## src/rtl/mips_multicycle_ctrl.sv

```systemverilog
// Multicycle MIPS sequencing controller: steps each instruction through
// fetch/decode/execute/memory/write-back and drives the shared datapath selects.
module mips_multicycle_ctrl (
  input  logic       clk,
  input  logic       reset,
  input  logic       run,
  input  logic [5:0] opcode,
  input  logic [5:0] funct,
  input  logic       mem_ready,
  output logic       PCWrite,
  output logic       PCWriteCond,
  output logic       BranchNe,
  output logic       IorD,
  output logic       IRWrite,
  output logic       MemRead,
  output logic       MemWrite,
  output logic       RegWrite,
  output logic       ALUSrcA,
  output logic       ExtOp,
  output logic [1:0] PCSrc,
  output logic [1:0] ALUSrcB,
  output logic [1:0] ALUOp,
  output logic [1:0] RegDst,
  output logic [1:0] MemtoReg,
  output logic       instr_done,
  output logic       illegal,
  output logic [3:0] state
);

  // Encodings match src/defines.vh.
  localparam logic [5:0] OP_RTYPE = 6'b000000;
  localparam logic [5:0] OP_J     = 6'b000010;
  localparam logic [5:0] OP_JAL   = 6'b000011;
  localparam logic [5:0] OP_BEQ   = 6'b000100;
  localparam logic [5:0] OP_BNE   = 6'b000101;
  localparam logic [5:0] OP_ADDI  = 6'b001000;
  localparam logic [5:0] OP_ANDI  = 6'b001100;
  localparam logic [5:0] OP_ORI   = 6'b001101;
  localparam logic [5:0] OP_XORI  = 6'b001110;
  localparam logic [5:0] OP_LUI   = 6'b001111;
  localparam logic [5:0] OP_LW    = 6'b100011;
  localparam logic [5:0] OP_SW    = 6'b101011;
  localparam logic [5:0] FN_JR    = 6'b001000;

  typedef enum logic [3:0] {
    S_IDLE, S_FETCH, S_DECODE, S_EXEC_R, S_R_WB, S_EXEC_I, S_I_WB, S_MEM_ADDR,
    S_MEM_READ, S_MEM_WB, S_MEM_WRITE, S_BRANCH, S_JUMP, S_JAL, S_JR, S_TRAP
  } state_e;

  state_e state_q, state_d;
  logic   illegal_q, illegal_d;
  state_e term_next;

  always_ff @(posedge clk) begin
    if (reset) begin
      state_q   <= S_IDLE;
      illegal_q <= 1'b0;
    end else begin
      state_q   <= state_d;
      illegal_q <= illegal_d;
    end
  end

  assign term_next = run ? S_FETCH : S_IDLE;

  always_comb begin
    state_d     = state_q;
    illegal_d   = illegal_q;
    PCWrite     = 1'b0;
    PCWriteCond = 1'b0;
    BranchNe    = 1'b0;
    IorD        = 1'b0;
    IRWrite     = 1'b0;
    MemRead     = 1'b0;
    MemWrite    = 1'b0;
    RegWrite    = 1'b0;
    ALUSrcA     = 1'b0;
    ExtOp       = 1'b1;
    PCSrc       = 2'b00;
    ALUSrcB     = 2'b00;
    ALUOp       = 2'b00;
    RegDst      = 2'b00;
    MemtoReg    = 2'b00;
    instr_done  = 1'b0;

    case (state_q)
      S_IDLE: begin
        ExtOp = 1'b0;
        if (run) state_d = S_FETCH;
      end
      S_FETCH: begin
        MemRead = 1'b1;
        ALUSrcB = 2'b01;
        // IR and PC+4 commit only on the cycle memory actually returns data.
        if (mem_ready) begin
          IRWrite = 1'b1;
          PCWrite = 1'b1;
          state_d = S_DECODE;
        end
      end
      S_DECODE: begin
        ALUSrcB = 2'b11;
        case (opcode)
          OP_RTYPE:                   state_d = (funct == FN_JR) ? S_JR : S_EXEC_R;
          OP_LW, OP_SW:               state_d = S_MEM_ADDR;
          OP_BEQ, OP_BNE:             state_d = S_BRANCH;
          OP_ADDI, OP_ANDI, OP_ORI,
          OP_XORI:                    state_d = S_EXEC_I;
          OP_LUI:                     state_d = S_I_WB;
          OP_J:                       state_d = S_JUMP;
          OP_JAL:                     state_d = S_JAL;
          default: begin
            state_d   = S_TRAP;
            illegal_d = 1'b1;
          end
        endcase
      end
      S_EXEC_R: begin
        ALUSrcA = 1'b1;
        ALUOp   = 2'b10;
        state_d = S_R_WB;
      end
      S_R_WB: begin
        RegDst     = 2'b01;
        RegWrite   = 1'b1;
        instr_done = 1'b1;
        state_d    = term_next;
      end
      S_EXEC_I: begin
        ALUSrcA = 1'b1;
        ALUSrcB = 2'b10;
        // Logical immediates are zero-extended; only ADDI sign-extends.
        if (opcode != OP_ADDI) begin
          ALUOp = 2'b11;
          ExtOp = 1'b0;
        end
        state_d = S_I_WB;
      end
      S_I_WB: begin
        RegWrite   = 1'b1;
        MemtoReg   = (opcode == OP_LUI) ? 2'b11 : 2'b00;
        instr_done = 1'b1;
        state_d    = term_next;
      end
      S_MEM_ADDR: begin
        ALUSrcA = 1'b1;
        ALUSrcB = 2'b10;
        state_d = (opcode == OP_SW) ? S_MEM_WRITE : S_MEM_READ;
      end
      S_MEM_READ: begin
        MemRead = 1'b1;
        IorD    = 1'b1;
        if (mem_ready) state_d = S_MEM_WB;
      end
      S_MEM_WB: begin
        MemtoReg   = 2'b01;
        RegWrite   = 1'b1;
        instr_done = 1'b1;
        state_d    = term_next;
      end
      S_MEM_WRITE: begin
        MemWrite = 1'b1;
        IorD     = 1'b1;
        if (mem_ready) begin
          instr_done = 1'b1;
          state_d    = term_next;
        end
      end
      S_BRANCH: begin
        ALUSrcA     = 1'b1;
        ALUOp       = 2'b01;
        PCWriteCond = 1'b1;
        PCSrc       = 2'b01;
        BranchNe    = (opcode == OP_BNE);
        instr_done  = 1'b1;
        state_d     = term_next;
      end
      S_JUMP: begin
        PCWrite    = 1'b1;
        PCSrc      = 2'b10;
        instr_done = 1'b1;
        state_d    = term_next;
      end
      S_JAL: begin
        // PC already holds PC+4 here, so it is the link value for $31.
        PCWrite    = 1'b1;
        PCSrc      = 2'b10;
        RegWrite   = 1'b1;
        RegDst     = 2'b10;
        MemtoReg   = 2'b10;
        instr_done = 1'b1;
        state_d    = term_next;
      end
      S_JR: begin
        PCWrite    = 1'b1;
        PCSrc      = 2'b11;
        instr_done = 1'b1;
        state_d    = term_next;
      end
      S_TRAP: begin
        ExtOp = 1'b0;
      end
      default: begin
        ExtOp   = 1'b0;
        state_d = S_IDLE;
      end
    endcase
  end

  assign illegal = illegal_q;
  assign state   = state_q;

endmodule
```

## config.mk

```make
export PLATFORM = sky130hd
export DESIGN_NAME = mips_multicycle_ctrl
export DESIGN_NICKNAME = d
export VERILOG_FILES = /design/src/rtl/mips_multicycle_ctrl.sv
export SDC_FILE = /design/constraint.sdc
export NUM_CORES = 1
export LEC_CHECK = 0
export CAP_MARGIN = 20
export CORE_MARGIN = 8
export CORE_UTILIZATION = 36
export CTS_CLUSTER_DIAMETER = 80
export DETAILED_ROUTE_END_ITERATION = 6
export GPL_ROUTABILITY_DRIVEN = 1
export GPL_TIMING_DRIVEN = 1
export HOLD_SLACK_MARGIN = 0.08
export PLACE_DENSITY = 0.75
export RECOVER_POWER = 100
export SLEW_MARGIN = 20
export SYNTH_ARGS = -nofsm -noshare
export SYNTH_HDL_FRONTEND = slang
export SYNTH_SLANG_ARGS = --single-unit
```

## constraint.sdc

```tcl
create_clock -name clk -period 1.5 [get_ports clk]
set_clock_uncertainty 0.2 [all_clocks]
set_input_delay 0.225 -clock clk [delete_from_list [all_inputs] [get_ports clk]]
set_output_delay 0.225 -clock clk [all_outputs]
set_load 0.01 [all_outputs]
```

==> reports/summary.txt, run 1 <==
Worst EP required: 1.07 ns
Crit path DAT: 1.46 ns
Seq pwr share: 12.2%
Async SR Flop Fraction: 0%
Setup TNS Final: -5.602 ns
Antenna violations before repair: 0
CTS tree: done
Worst-path clk slew: 0.05 ns
Port bufs: 41
Clock Latency Late Sink: 0.24 ns
Vias: 1521
Critical Path Start Type: flip-flop
GRT Overall Usage: 18.04%
Fin util: 89.30%
Tmin final: 1.881 ns
Core footprint: 2233 um^2
Largest net degree at the start of global routing: 15
Post-Route WL: 5351 um
Crit-path max FO: 4
Final hold slack: 0.3081 ns
Switching power total: 0.9452 mW
Mapped Cells: 138
Antenna Cells: 0
Initial DRC Count: 127
DRT Pass-1 Iters: 4
Die Wd: 64.83 um
Post-route insts no fill: 254
Net Sw Frac: 46.34%
# IOs: 42
Number of vias per cell: 5.988
Mapped Nets: 154
Cell area power density: 1023 nW/um^2
Primary FF master, synth: dfxtp_1
Root buffer cell: clkbuf_4
CTS H-tree depth: 1
Per-cell routed wire length: 21.07 um
Dpl ws: -1.007 ns
Cells after DPL: 226
Fin. Hold Viols: 0
DRC Markers: 0
Clock Path Buffers: 2
Final instance area: 1994 um^2
First-pass GRT wire length: 6348 um
Maximum vdd drop: 0.7577 mV
Synth Warn #: 0
DIE AREA: 4203 um^2
Total Power: 2.040 mW
Starting Density: 38.43%
Most frequent cells in the layout: buf_4 (34), buf_6 (25), buf_2 (17)
Top post-synthesis cells by area: dfxtp_1 (12%), a21oi_1 (7.6%), o21ai_0 (7.0%)
Commonest non-fill, non-tap cell in the layout: buf_4
Design internal power: 1.094 mW
Fmax: 0.5316 GHz
Crit path capture type: primary output
Critical path class: reg2out
Max Cap Viol: 0
Area leader, netlist: dfxtp_1
# rows: 17
Detail Route Antenna Nets: 0
Clock Sinks: 5
Placement Cell Area: 1525 um^2
Dpl hpwl: 2745 um
Area delta synth->final: 132.4%
Layout cells sized above 1: 64.60%
LEAKAGE: 0.9116 nW
Global route overflow: 0
Outcome: complete, but fails checks
Yosys reg bits: 5
Comb pwr share: 80.0%
Synthesized area: 858.3 um^2
RSZ-0062 raised after global routing: true
Seq/Total Area, Yosys: 11.66%
Total CTS buffers: 3
Final worst setup slack: -0.3810 ns
Top cell type's share of synthesized area: 11.66%
Slew Limit Fails: 0
Routability Congestion: 0.8303
Nets@finish: 243
Failing checks: negative setup slack
Worst hold-check path type: reg2reg
Slew @ Worst Pin: 0.3239 ns
Vias in the first global route: 1380
Rel. slew slack: 78.10%
Clock Power Share: 7.8%
Tcrit/Tclk final: 125.4%
Die Height: 64.83 um
Yosys cell types: 42
Number of synthesized flops with an enable pin: 0
Final setup viols: 27
Syn avg cell area: 6.220 um^2
[cells by family (layout without fill, tap and decap cells)]
kind of cell / Yosys count / after routing / share of synthesized area [%]
and+or+nand+nor: 73 / 73 / 46.65
AOI/OAI and AO/OA: 39 / 39 / 27.70
buffers and inverters: 18 / 106 / 10.64
DFF: 5 / 5 / 11.66
xor gates and xnor gates: 2 / 2 / 2.041
muxes: 1 / 1 / 1.312
[worst paths after layout]
| path | startpoint | to | slack, ns | cells past startpoint |
|---|---|---|---|---|
| max | state[0] | ALUOp[1] | -0.38 | 6 |
| min reg2reg | illegal | illegal | 0.31 | 2 |
| max reg2reg | state[3] | state[1] | -0.32 | 6 |
| min | illegal | illegal | 0.31 | 2 |
[registers in the layout, summed over array words and instances, names as in the netlist]
register	cells
illegal	1
state	4
[layout make-up]
cell class                 instances  area, um^2
multi-input combinational        115       954.7
timing repair buffer              96       838.3
fill                             111       239.0
sequential                         5       115.1
tap                               28       35.03
clock buffer                       4       26.28
inverter                           6       25.02
[per-layer routing]
metal  vias to the layer above  routed length [um]  track usage [%]
met5                         -                   0                0
met4                         0                 197            7.902
met3                        20                 394            2.749
met2                        90                2748            33.04
met1                       740                2011            20.00
li1                        671                   -                -
[timing repair]
| action | CTS | global route |
|---|---|---|
| hold buffers | 0 | 0 |
| resized for setup | 159 | 54 |
| setup endpoints to repair | 31 | 28 |
| pin swaps | 12 | 27 |
| buffers inserted | 10 | 17 |
[power groups by stage]
stage                     clock network (mW)  registers [mW]  logic, mW
final                                  0.158           0.250       1.63
after global routing                   0.166           0.249       1.70
after CTS                              0.160           0.232       1.27
after detailed placement                   0           0.209       1.10
after global placement                     0           0.210       1.08
after floorplan                            0           0.210      0.605
[cells in the mapped netlist, types with 2 or more instances]
library cell and number:
a31oi_1 2, nand2_1 15, xnor2_1 2, buf_4 3, or3_1 3, inv_1 6
nand2b_1 5, o21ai_0 12, nor3_1 5, o21a_1 2, a211oi_1 2, or2_2 3
a21oi_1 13, buf_2 4, nor4_1 2, clkbuf_1 3, dfxtp_1 5, nand4_1 3
nand3b_1 2, nor2_1 16, nor4b_1 2, nor2b_1 4, nand3_1 5
[critical path: stages, from the launching register on]
cell and delay (ns):
dfxtp_4 0.40, nand2_2 0.10, a31o_4 0.24, nor2_2 0.11, a21oi_1 0.06, nor2_1 0.14
buf_2 0.15
Note: power is estimated with default switching activity, not from simulation.
==> run 2, diff against run 1 <==
Settings changed: PLACE_DENSITY 0.75 to default, PLACE_DENSITY_LB_ADDON from default to 0.05.
==> run 2 against run 1 <==
The flow still finishes with violations (negative setup slack). Clock power is 6% higher. Non-clock buffer count down 4. Sequential power fell by 7%. Flip-flop and latch count is the same. Power fell by 0.13%. Combinational power is essentially flat. Sequential share of layout area fell by 0.12 points. Clock-buffer cell count unchanged. Largest cell class unchanged.
==> reports/summary.txt, run 2 (synthesis results as in run 1) <==
Outcome: complete, but fails checks
Failing checks: negative setup slack
# IOs: 42
Worst hold-check path type: reg2reg
Nets@finish: 239
Critical Path Start Type: primary input
Port bufs: 41
Placement Cell Area: 1585 um^2
Crit path capture type: primary output
Hold Path End: illegal
Tmin final: 1.859 ns
Slew @ Worst Pin: 0.3774 ns
Fill count: 105
Rel. slew slack: 74.48%
Area delta synth->final: 132.2%
Slew Limit Fails: 0
Initial DRC Count: 107
Final hold slack: 0.2754 ns
LEAKAGE: 0.8975 nW
Largest net degree at the start of global routing: 14
Cell area power density: 1022 nW/um^2
Global route overflow: 0
Dpl hpwl: 2775 um
Layout cells sized above 1: 68.02%
Clock Latency Late Sink: 0.25 ns
CTS H-tree depth: 1
Fin util: 89.24%
Crit path DAT: 1.43 ns
Detail Route Antenna Nets: 0
Reg2Reg Depth: 5
Die Wd: 64.83 um
Antenna violations before repair: 0
Clock Sinks: 5
Maximum vdd drop: 0.9444 mV
DRC Markers: 0
Core footprint: 2233 um^2
Total CTS buffers: 3
Post-Route WL: 5145 um
Max FFs per register: 4
Number of vias per cell: 5.976
Root buffer cell: clkbuf_4
CTS tree: done
Post-route insts no fill: 250
Cells after DPL: 234
Setup TNS Final: -5.742 ns
Fmax: 0.5378 GHz
Starting Density: 38.43%
Worst EP required: 1.07 ns
Routability Congestion: 0.8374
# rows: 17
Most frequent cells in the layout: buf_4 (31), buf_6 (25), buf_2 (16)
GRT Overall Usage: 19.22%
DRT Pass-1 Iters: 4
Reg-to-Reg End: state[3]
Fin. Hold Viols: 0
Worst min-delay path startpoint: illegal
Critical path class: in2out
Final instance area: 1993 um^2
Vias in the first global route: 1484
Clock Path Buffers: 2
Commonest non-fill, non-tap cell in the layout: buf_4
Max Cap Viol: 0
Worst-path clk slew: 0.04 ns
Worst Hold Depth: 2
R2r startpoint: state[3]
Final setup viols: 28
Final worst setup slack: -0.3595 ns
CTS Hold Bufs: 0
Per-cell routed wire length: 20.58 um
Vias: 1494
DIE AREA: 4203 um^2
Total Power: 2.037 mW
RSZ-0062 raised after global routing: true
Tcrit/Tclk final: 124.0%
Antenna Cells: 0
Crit-path max FO: 3
Dpl ws: -0.9918 ns
Die Height: 64.83 um
First-pass GRT wire length: 6755 um
Reg-to-reg setup timing slack: -0.28 ns
## run 2: how the worst max path moves through the flow
stage                  end  slack, ns  depth (start not counted)  startpoint
2_1_floorplan     state[3]       -0.1                          5    state[3]
3_3_place_gp   MemtoReg[1]      -0.95                          6   opcode[5]
3_5_place_dp      BranchNe      -0.99                          5   opcode[5]
4_1_cts        MemtoReg[1]      -0.30                          5    state[3]
5_1_grt        MemtoReg[1]      -0.44                          5    state[0]
6_report       MemtoReg[1]      -0.36                          6   opcode[0]
## run 2: worst max-delay path, cell delays in order
cell and delay (ns):
dlygate4sd2_1 0.30, nand4_1 0.23, nor4_4 0.31, inv_1 0.10, a21boi_2 0.13, buf_2 0.14
## run 2: layout make-up
type	count	area [um^2]	area share [%]
Clock buffer	4	26.28	1.318
Inverter	6	22.52	1.130
Multi-Input combinational cell	115	989.7	49.65
Sequential cell	5	112.6	5.650
Tap cell	28	35.03	1.758
Timing Repair Buffer	92	807.0	40.49
## run 2: power breakdown
group	switching [mW]	internal, mW	total, mW
Sequential	0.0570	0.175	0.232
Clock	0.0657	0.101	0.167
Combinational	0.809	0.829	1.64
Total	0.932	1.10	2.04
## run 2: repair_timing
item	in CTS	in global routing
pin swaps	20	22
resized for setup	164	52
setup endpoints to repair	31	28
setup buffers	9	3
## run 2: per-layer routing
metal | up-vias | share of wire (%) | global-route usage (%)
li1 | 661 | - | -
met1 | 718 | 37 | 17.90
met2 | 87 | 50 | 36.77
met3 | 28 | 7.0 | 6.014
met4 | 0 | 5.9 | 9.537
met5 | - | 0 | 0
